<file path="src/rtl/mem_stage_pkg.sv">
// Shared definitions for the memory-access stage: default widths, the RET
// redirect state encoding and the writeback-source encoding.
package mem_stage_pkg;

   localparam int DATA_W_DEF = 8;
   localparam int ADDR_W_DEF = 8;

   typedef enum logic [1:0] {
      RET_IDLE     = 2'b00,
      RET_REDIRECT = 2'b01,
      RET_DRAIN    = 2'b10
   } ret_state_t;

   typedef enum logic [1:0] {
      WB_SEL_ALU = 2'b00,
      WB_SEL_MEM = 2'b01,
      WB_SEL_IO  = 2'b10
   } wb_sel_t;

   // A load beats an IN when a malformed instruction asserts both.
   function automatic wb_sel_t wb_select(input logic mem_to_reg, input logic io_read);
      if (mem_to_reg) return WB_SEL_MEM;
      if (io_read) return WB_SEL_IO;
      return WB_SEL_ALU;
   endfunction

endpackage

</file>
<file path="src/rtl/mem_stage_data_mem.sv">
// Data/stack memory: synchronous write, combinational read, no reset so the
// contents survive a pipeline reset.
module mem_stage_data_mem
   import mem_stage_pkg::*;
#(
   parameter int ADDR_W = ADDR_W_DEF,
   parameter int DATA_W = DATA_W_DEF
) (
   input  logic              clk,
   input  logic              we,
   input  logic [ADDR_W-1:0] addr,
   input  logic [DATA_W-1:0] wdata,
   output logic [DATA_W-1:0] rdata
);

   logic [DATA_W-1:0] mem [0:(1 << ADDR_W) - 1];

   always_ff @(posedge clk) begin
      if (we) mem[addr] <= wdata;
   end

   assign rdata = mem[addr];

endmodule

</file>
<file path="src/rtl/mem_stage.sv">
// Memory-access stage: owns data memory and the I/O ports, selects the
// writeback value, registers MEM/WB and turns a RET into a one-cycle redirect.
module mem_stage
   import mem_stage_pkg::*;
#(
   parameter int ADDR_W = ADDR_W_DEF,
   parameter int DATA_W = DATA_W_DEF
) (
   input  logic              clk,
   input  logic              rst,
   input  logic              stall_in,
   input  logic              wb_reg_write_in,
   input  logic              mem_write_in,
   input  logic              mem_to_reg_in,
   input  logic              io_read_in,
   input  logic              io_write_in,
   input  logic              sp_update_in,
   input  logic              update_flags_in,
   input  logic              is_ret_in,
   input  logic [DATA_W-1:0] alu_result_in,
   input  logic [DATA_W-1:0] store_data_in,
   input  logic [DATA_W-1:0] extra_data_in,
   input  logic [1:0]        write_addr_in,
   input  logic [1:0]        sp_addr_in,
   input  logic [3:0]        flags_in,
   input  logic [DATA_W-1:0] in_port,
   output logic [DATA_W-1:0] out_port,
   output logic              wb_reg_write_out,
   output logic              update_flags_out,
   output logic              sp_update_out,
   output logic [DATA_W-1:0] wb_data_out,
   output logic [DATA_W-1:0] sp_data_out,
   output logic [1:0]        write_addr_out,
   output logic [1:0]        sp_addr_out,
   output logic [3:0]        flags_out,
   output logic              pc_load,
   output logic [DATA_W-1:0] pc_target,
   output logic              flush_out
);

   ret_state_t        state;
   ret_state_t        next_state;
   wb_sel_t           wb_sel;
   logic              drain;
   logic              ret_fire;
   logic              mem_we;
   logic              out_we;
   logic [ADDR_W-1:0] addr;
   logic [DATA_W-1:0] rd_data;
   logic [DATA_W-1:0] in_meta;
   logic [DATA_W-1:0] in_sync;
   logic [DATA_W-1:0] wb_data_next;

   assign addr   = alu_result_in[ADDR_W-1:0];
   assign mem_we = mem_write_in & ~stall_in & ~drain;
   assign out_we = io_write_in & ~stall_in & ~drain;
   assign wb_sel = wb_select(mem_to_reg_in, io_read_in);

   mem_stage_data_mem #(
      .ADDR_W(ADDR_W),
      .DATA_W(DATA_W)
   ) u_data_mem (
      .clk  (clk),
      .we   (mem_we),
      .addr (addr),
      .wdata(store_data_in),
      .rdata(rd_data)
   );

   // The input port is asynchronous to the core, so it crosses two flops
   // before any IN may observe it.
   always_ff @(posedge clk or negedge rst) begin
      if (!rst) begin
         in_meta <= '0;
         in_sync <= '0;
      end else begin
         in_meta <= in_port;
         in_sync <= in_meta;
      end
   end

   always_comb begin
      wb_data_next = alu_result_in;
      unique case (wb_sel)
         WB_SEL_MEM: wb_data_next = rd_data;
         WB_SEL_IO:  wb_data_next = in_sync;
         default:    wb_data_next = alu_result_in;
      endcase
   end

   always_ff @(posedge clk or negedge rst) begin
      if (!rst) state <= RET_IDLE;
      else      state <= next_state;
   end

   // REDIRECT ignores stall so the pulse is never stretched; DRAIN waits for
   // the wrong-path instruction to actually leave the slot before re-arming.
   always_comb begin
      next_state = state;
      pc_load    = 1'b0;
      flush_out  = 1'b0;
      drain      = 1'b0;
      ret_fire   = 1'b0;
      unique case (state)
         RET_IDLE: begin
            if (is_ret_in & mem_to_reg_in & ~stall_in) begin
               ret_fire   = 1'b1;
               next_state = RET_REDIRECT;
            end
         end
         RET_REDIRECT: begin
            pc_load    = 1'b1;
            flush_out  = 1'b1;
            next_state = RET_DRAIN;
         end
         RET_DRAIN: begin
            drain = 1'b1;
            if (!stall_in) next_state = RET_IDLE;
         end
         default: next_state = RET_IDLE;
      endcase
   end

   always_ff @(posedge clk or negedge rst) begin
      if (!rst) begin
         pc_target <= '0;
      end else if (ret_fire) begin
         pc_target <= rd_data;
      end
   end

   always_ff @(posedge clk or negedge rst) begin
      if (!rst) begin
         out_port <= '0;
      end else if (out_we) begin
         out_port <= store_data_in;
      end
   end

   // MEM/WB boundary; the instruction sitting in the drain slot keeps its
   // data fields but loses every architectural side effect.
   always_ff @(posedge clk or negedge rst) begin
      if (!rst) begin
         wb_reg_write_out <= 1'b0;
         update_flags_out <= 1'b0;
         sp_update_out    <= 1'b0;
         wb_data_out      <= '0;
         sp_data_out      <= '0;
         write_addr_out   <= '0;
         sp_addr_out      <= '0;
         flags_out        <= '0;
      end else if (!stall_in) begin
         wb_reg_write_out <= wb_reg_write_in & ~drain;
         update_flags_out <= update_flags_in & ~drain;
         sp_update_out    <= sp_update_in & ~drain;
         wb_data_out      <= wb_data_next;
         sp_data_out      <= extra_data_in;
         write_addr_out   <= write_addr_in;
         sp_addr_out      <= sp_addr_in;
         flags_out        <= flags_in;
      end
   end

endmodule

</file>
<file path="config.mk">
export PLATFORM = sky130hd
export DESIGN_NAME = mem_stage
export DESIGN_NICKNAME = d
export VERILOG_FILES = /design/src/rtl/mem_stage_pkg.sv /design/src/rtl/mem_stage_data_mem.sv /design/src/rtl/mem_stage.sv
export SDC_FILE = /design/constraint.sdc
export NUM_CORES = 2
export LEC_CHECK = 0
export CAP_MARGIN = 20
export CORE_MARGIN = 2
export CORE_UTILIZATION = 40
export CTS_BUF_LIST = sky130_fd_sc_hd__clkbuf_4 sky130_fd_sc_hd__clkbuf_8
export DETAILED_ROUTE_END_ITERATION = 12
export HOLD_SLACK_MARGIN = 0.08
export MAX_ROUTING_LAYER = met4
export PLACE_DENSITY = 0.57
export REMOVE_ABC_BUFFERS = 1
export SKIP_CTS_REPAIR_TIMING = 1
export SLEW_MARGIN = 20
export SYNTH_ARGS = -nofsm -noshare
export SYNTH_HDL_FRONTEND = slang
export SYNTH_HIERARCHICAL = 1
export SYNTH_SLANG_ARGS = --single-unit
</file>
<file path="constraint.sdc">
create_clock -name clk -period 4.3 [get_ports clk]
set_input_delay 0.43 -clock clk [delete_from_list [all_inputs] [get_ports clk]]
set_output_delay 0.43 -clock clk [all_outputs]
set_load 0.03 [all_outputs]
</file>
# Word-level counts from Yosys, hierarchy flattened
# Memory sizes are Yosys's and may differ from the RTL's.
# Index checks and enable logic that the tools add are counted.
[totals]
in_bits = 51
mem_count = 1
word_cells = 50
ram_bits = 2048
ff_bits = 61
[classes]
bitwise_logic = 11
mux = 17
eq_ne = 6
n_reduce_logical = 2
[memory_table]
columns = ["memory", "words", "width", "read_ports", "rd_ports_with_merged_regs", "wr", "line_no", "rtl"]
rows = [
  ["u_data_mem.mem", 256, 8, 1, 0, 1, "mem_stage_data_mem.sv:16", "logic [DATA_W-1:0] mem [0:(1 << ADDR_W) - 1];"],
]
[ops]
columns = ["op", "n"]
rows = [
  ["8-bit case mux with 2 select lines", 1],
  ["2-bit two-way mux", 6],
  ["1-bit bitwise AND", 9],
  ["1-bit two-way mux", 9],
  ["2-bit case mux with 3 select lines", 1],
  ["2-bit by 1-bit equality test with 1-bit output, second input constant", 2],
  ["2-bit equality test, second input constant", 2],
  ["2-bit != test, second input constant", 2],
  ["2-bit logical NOT", 1],
  ["1-bit inverter", 2],
  ["2-bit AND reduction", 1],
]

# Longest topological paths before layout
[logic_depth]
word_depth = 6
mapped_depth = 11
mapped_depth_nobuf = 7

# Cells and area by module
# The synthesis kept the hierarchy.
[by_module_without_submodules]
columns = ["module", "area_each_um2", "instances", "seq_area_each_um2", "cells_per_inst"]
rows = [
  ["mem_stage_data_mem", 78332.6, 1, 61499.0, 3539],
  ["mem_stage", 2296.0, 1, 1526.5, 151],
]

# Worst setup path before layout
# OpenSTA, ideal clock, no wires.
[synth_path]
path_type = "input to register"
start = "in stall_in"
end = "mem u_data_mem/mem[157][0] (netlist bit) (enable)"
required_time_ns = 3.917
path_buffers = 4
slack_ns = 1.499
arrival_ns = 2.417
stages = 7
setup_time_ns = 0.383
cell_sequence = "buf_6 -> clkbuf_1 -> nor3b_1 -> buf_1 -> nand3_1 -> clkbuf_1 -> nor3_1"
[synth_via]
elab_chain_len = 5
[synth_rtl]
columns = ["element", "line_no", "rtl"]
rows = [
  ["start, declared", "mem_stage.sv:11", "input logic stall_in,"],
  ["1-bit inverter", "mem_stage.sv:55", "assign mem_we = mem_write_in & ~stall_in & ~drain;"],
  ["1-bit bitwise AND (2 in a row)", "mem_stage.sv:55", ""],
  ["named net mem_we", "mem_stage.sv:46", "logic mem_we;"],
  ["1-bit two-way mux", "mem_stage_data_mem.sv:19", "if (we) mem[addr] <= wdata;"],
  ["1-bit two-way mux (implied by the code)", "mem_stage_data_mem.sv:19", ""],
  ["end, declared", "mem_stage_data_mem.sv:16", ""],
]
# The timed path passes the listed nets, and every way through them passes these cells.

# Worst setup path in the final report
[layout_path]
start = "reg state[1]"
end = "mem u_data_mem/mem[121][6] (netlist bit) (enable)"
[layout_via]
elab_chain_len = 6
[layout_rtl]
columns = ["element", "line_no", "rtl"]
rows = [
  ["start, declared", "mem_stage.sv:41", "ret_state_t state;"],
  ["start signal, assigned", "mem_stage.sv:93", "else state <= next_state;"],
  ["2-bit equality test", "mem_stage.sv:104", "unique case (state)"],
  ["1-bit two-way mux", "mem_stage.sv:104", ""],
  ["1-bit inverter", "mem_stage.sv:55", ""],
  ["1-bit bitwise AND", "mem_stage.sv:55", ""],
  ["named net mem_we", "mem_stage.sv:46", ""],
  ["1-bit two-way mux", "mem_stage_data_mem.sv:19", ""],
  ["1-bit two-way mux (implied by the code)", "mem_stage_data_mem.sv:19", ""],
]
# The timed path passes the listed nets, and every way through them passes these cells.

==> out/results.txt <==
min Tclk post-route - 3.27 ns
initial antenna violation count - 5
Syn. warnings - 6
sequential area share after synthesis - 0.782
first-pass GRT wire length - 306,000 microns
Netlist cell types - 31
Worst EP arrival - 3.98 ns
reg-to-reg critical path endpoint - u_data_mem/mem[121][6]
Critical Path End - u_data_mem/mem[121][6]
ys async rst share - 0.0289
Die W - 453 microns
vias in the first global route - 41,900
Placed Instances - 6,661
status - complete, no violations
DP HPWL - 133,000 microns
Least-Margin Pin Slew - 1.17 ns
# IOs - 96
worst-case clock buffer depth - 4
Yosys top cell area share - 0.763
commonest non-fill, non-tap cell in the layout - edfxtp_1
H-tree depth - 5
gr usage total - 0.214
Die ar. - 0.205 sq mm
Num CTS Buffers - 357
Die H - 453 microns
CTS tree - built
final setup violation count - 0
Core ar. - 0.200 sq mm
largest area contributor in the netlist - edfxtp_1
RR Startpoint - state[1]
RD Place Congestion - 0.855
DRC Markers - 0
clock-pin slew on the worst setup and hold paths - 0.06 ns
ranking of synthesized cells by area - edfxtp_1 76%, mux4_2 14%, a22oi_1 2.4%, dfrtp_1 1.9%, nor2_1 1.1%
highest-count cells in the layout ignoring fill and taps - 2,048 x edfxtp_1, 512 x mux4_2, 422 x buf_4
Mean Syn Cell Area - 21.9 sq um
starting density of the core - 0.403
worst reg-to-reg setup slack - 1.03 ns
total grt overflow - 0
Synth Instances - 3,690
Critical path origin - state[1]
Site Rows - 164
RSZ-0062 raised after global routing - false
Setup Crit Path Kind - reg -> reg
synth-to-layout area growth - 18.1%
CP top delay family - simple AND/OR/NAND/NOR gates
leak pwr - 30.4 nW
Max Slew Vio Count - 0
Seq cells post-synth - 2,109
clock sink count - 2,109
final hold violation count - 0
post-route non-filler standard cell count - 7,335
Crit path required time - 5.00 ns
number of cells on the critical path - 9
worst path bufs/invs - 4
worst hold path class - in -> async
CTS root buf - clkbuf_8
port buffer count - 95
CP Cell Sequence - nor2b_4 -> nor3b_2 -> buf_4 -> inv_1 -> nor2_1 -> nand2_1 -> buf_4 -> nor2_1 -> buf_4
startpoint types - flip-flop
Slew headroom - 0.213
max cap viols - 0
Total Power - 42.8 mW
Post-synth top flop - edfxtp_1
CP most frequent cell - buf_4
routed wire length - 214,000 microns
first drt pass iteration count - 5
worst slack at placement - 0.0893 ns
Crit path largest cell delay - 0.58 ns
Crit-path slowest cell - nand2_1
final setup TNS - 0 ns
Final ANT Viol Nets - 0
Setup crit end kind - flip-flop
DR WL/cell - 29.1 microns
vias - 41,300
Crit Path Max Fanout - 13
Final nets - 4,455
Cell Pwr Density - 450 mW/mm^2
worst skew pair latency - 1.04 ns
placed inst area - 0.0878 sq mm
Final Worst Setup Slack - 1.03 ns
Hold Slack - 0.0640 ns
Worst Reg-to-Reg Cells - 9
DR iter-0 viols - 4,976
fmax - 305 MHz
fin crit share - 0.762
post-route cell area - 0.0952 sq mm
layout cells sized above 1 - 0.343
number of flops mapped to enable cells by yosys - 2,048
largest net degree at the start of global routing - 148
Mapped Area - 0.0806 sq mm
clk_skew - 0.0697 ns
Max VDD drop - 320 uV
fin util - 0.476
DR vias/cell - 5.64
logic make-up after synthesis:
logic type             Yosys count  synth area share
AOI/OAI and AO/OA              428            0.0360
buffers and inverters          242            0.0143
DFF                           2109             0.782
muxes                          560             0.150
and+or+nand+nor                351            0.0184
worst register-to-register path: cells and delay by family (launching register included):
kind	cells	cell delay (ns)
and+or+nand+nor	5	1.48
buffers and inverters	4	1.06
DFF	1	0.41
area by class of cell:
class | instances | area, sq um
Sequential cell | 2109 | 63000
Timing Repair Buffer | 595 | 5350
Fill cell | 16600 | 105000
Antenna cell | 12 | 30.0
Multi-Input combinational cell | 1339 | 16500
Inverter | 2 | 7.51
Tap cell | 2656 | 3320
Clock inverter | 123 | 885
Clock buffer | 499 | 6070
cells in the mapped netlist, types with 2 or more instances:
library cell and count:
buf_4 17, a22oi_1 256, a21oi_1 128, nand2_1 42, and2_1 3, buf_6 17, mux2i_1 8, o41ai_1 32
buf_2 40, clkbuf_1 147, edfxtp_1 2048, mux4_2 512, nor3_1 30, nand3_1 13, nor2_1 232, buf_1 19
o21ai_0 11, nand4_1 8, dfrtp_1 61, nor2b_1 8, inv_1 2, mux2_2 40, or2_2 2, nand2b_1 7
state kept, by name, summed over array words and instances, names as in the netlist:
signal / flops
u_data_mem/mem: 2048
in_meta: 8
in_sync: 8
out_port: 8
pc_target: 8
sp_data_out: 8
wb_data_out: 8
flags_out: 4
sp_addr_out: 2
state: 2
write_addr_out: 2
sp_update_out: 1
update_flags_out: 1
wb_reg_write_out: 1
routing by layer:
| metal | routed length, microns | track usage |
|---|---|---|
| met2 | 105000 | 0.333 |
| met5 | 0 | - |
| met1 | 88400 | 0.291 |
| met3 | 15000 | 0.0375 |
| met4 | 5530 | 0.0648 |
where the power goes:
group	switching [mW]	internal (mW)
clock network	7.84	9.84
registers	0.0865	22.6
logic	1.51	0.914
worst min-delay path by stage:
stage,startpoint,to,cells after the start
after global routing,rst,flags_out[1],2
after floorplan,rst,flags_out[0],0
final,rst,flags_out[1],2
after CTS,rst,sp_data_out[3],1
after global placement,in_meta[3],in_sync[3],0
after detailed placement,in_meta[4],in_sync[4],0
(Power assumes the default switching activity.)
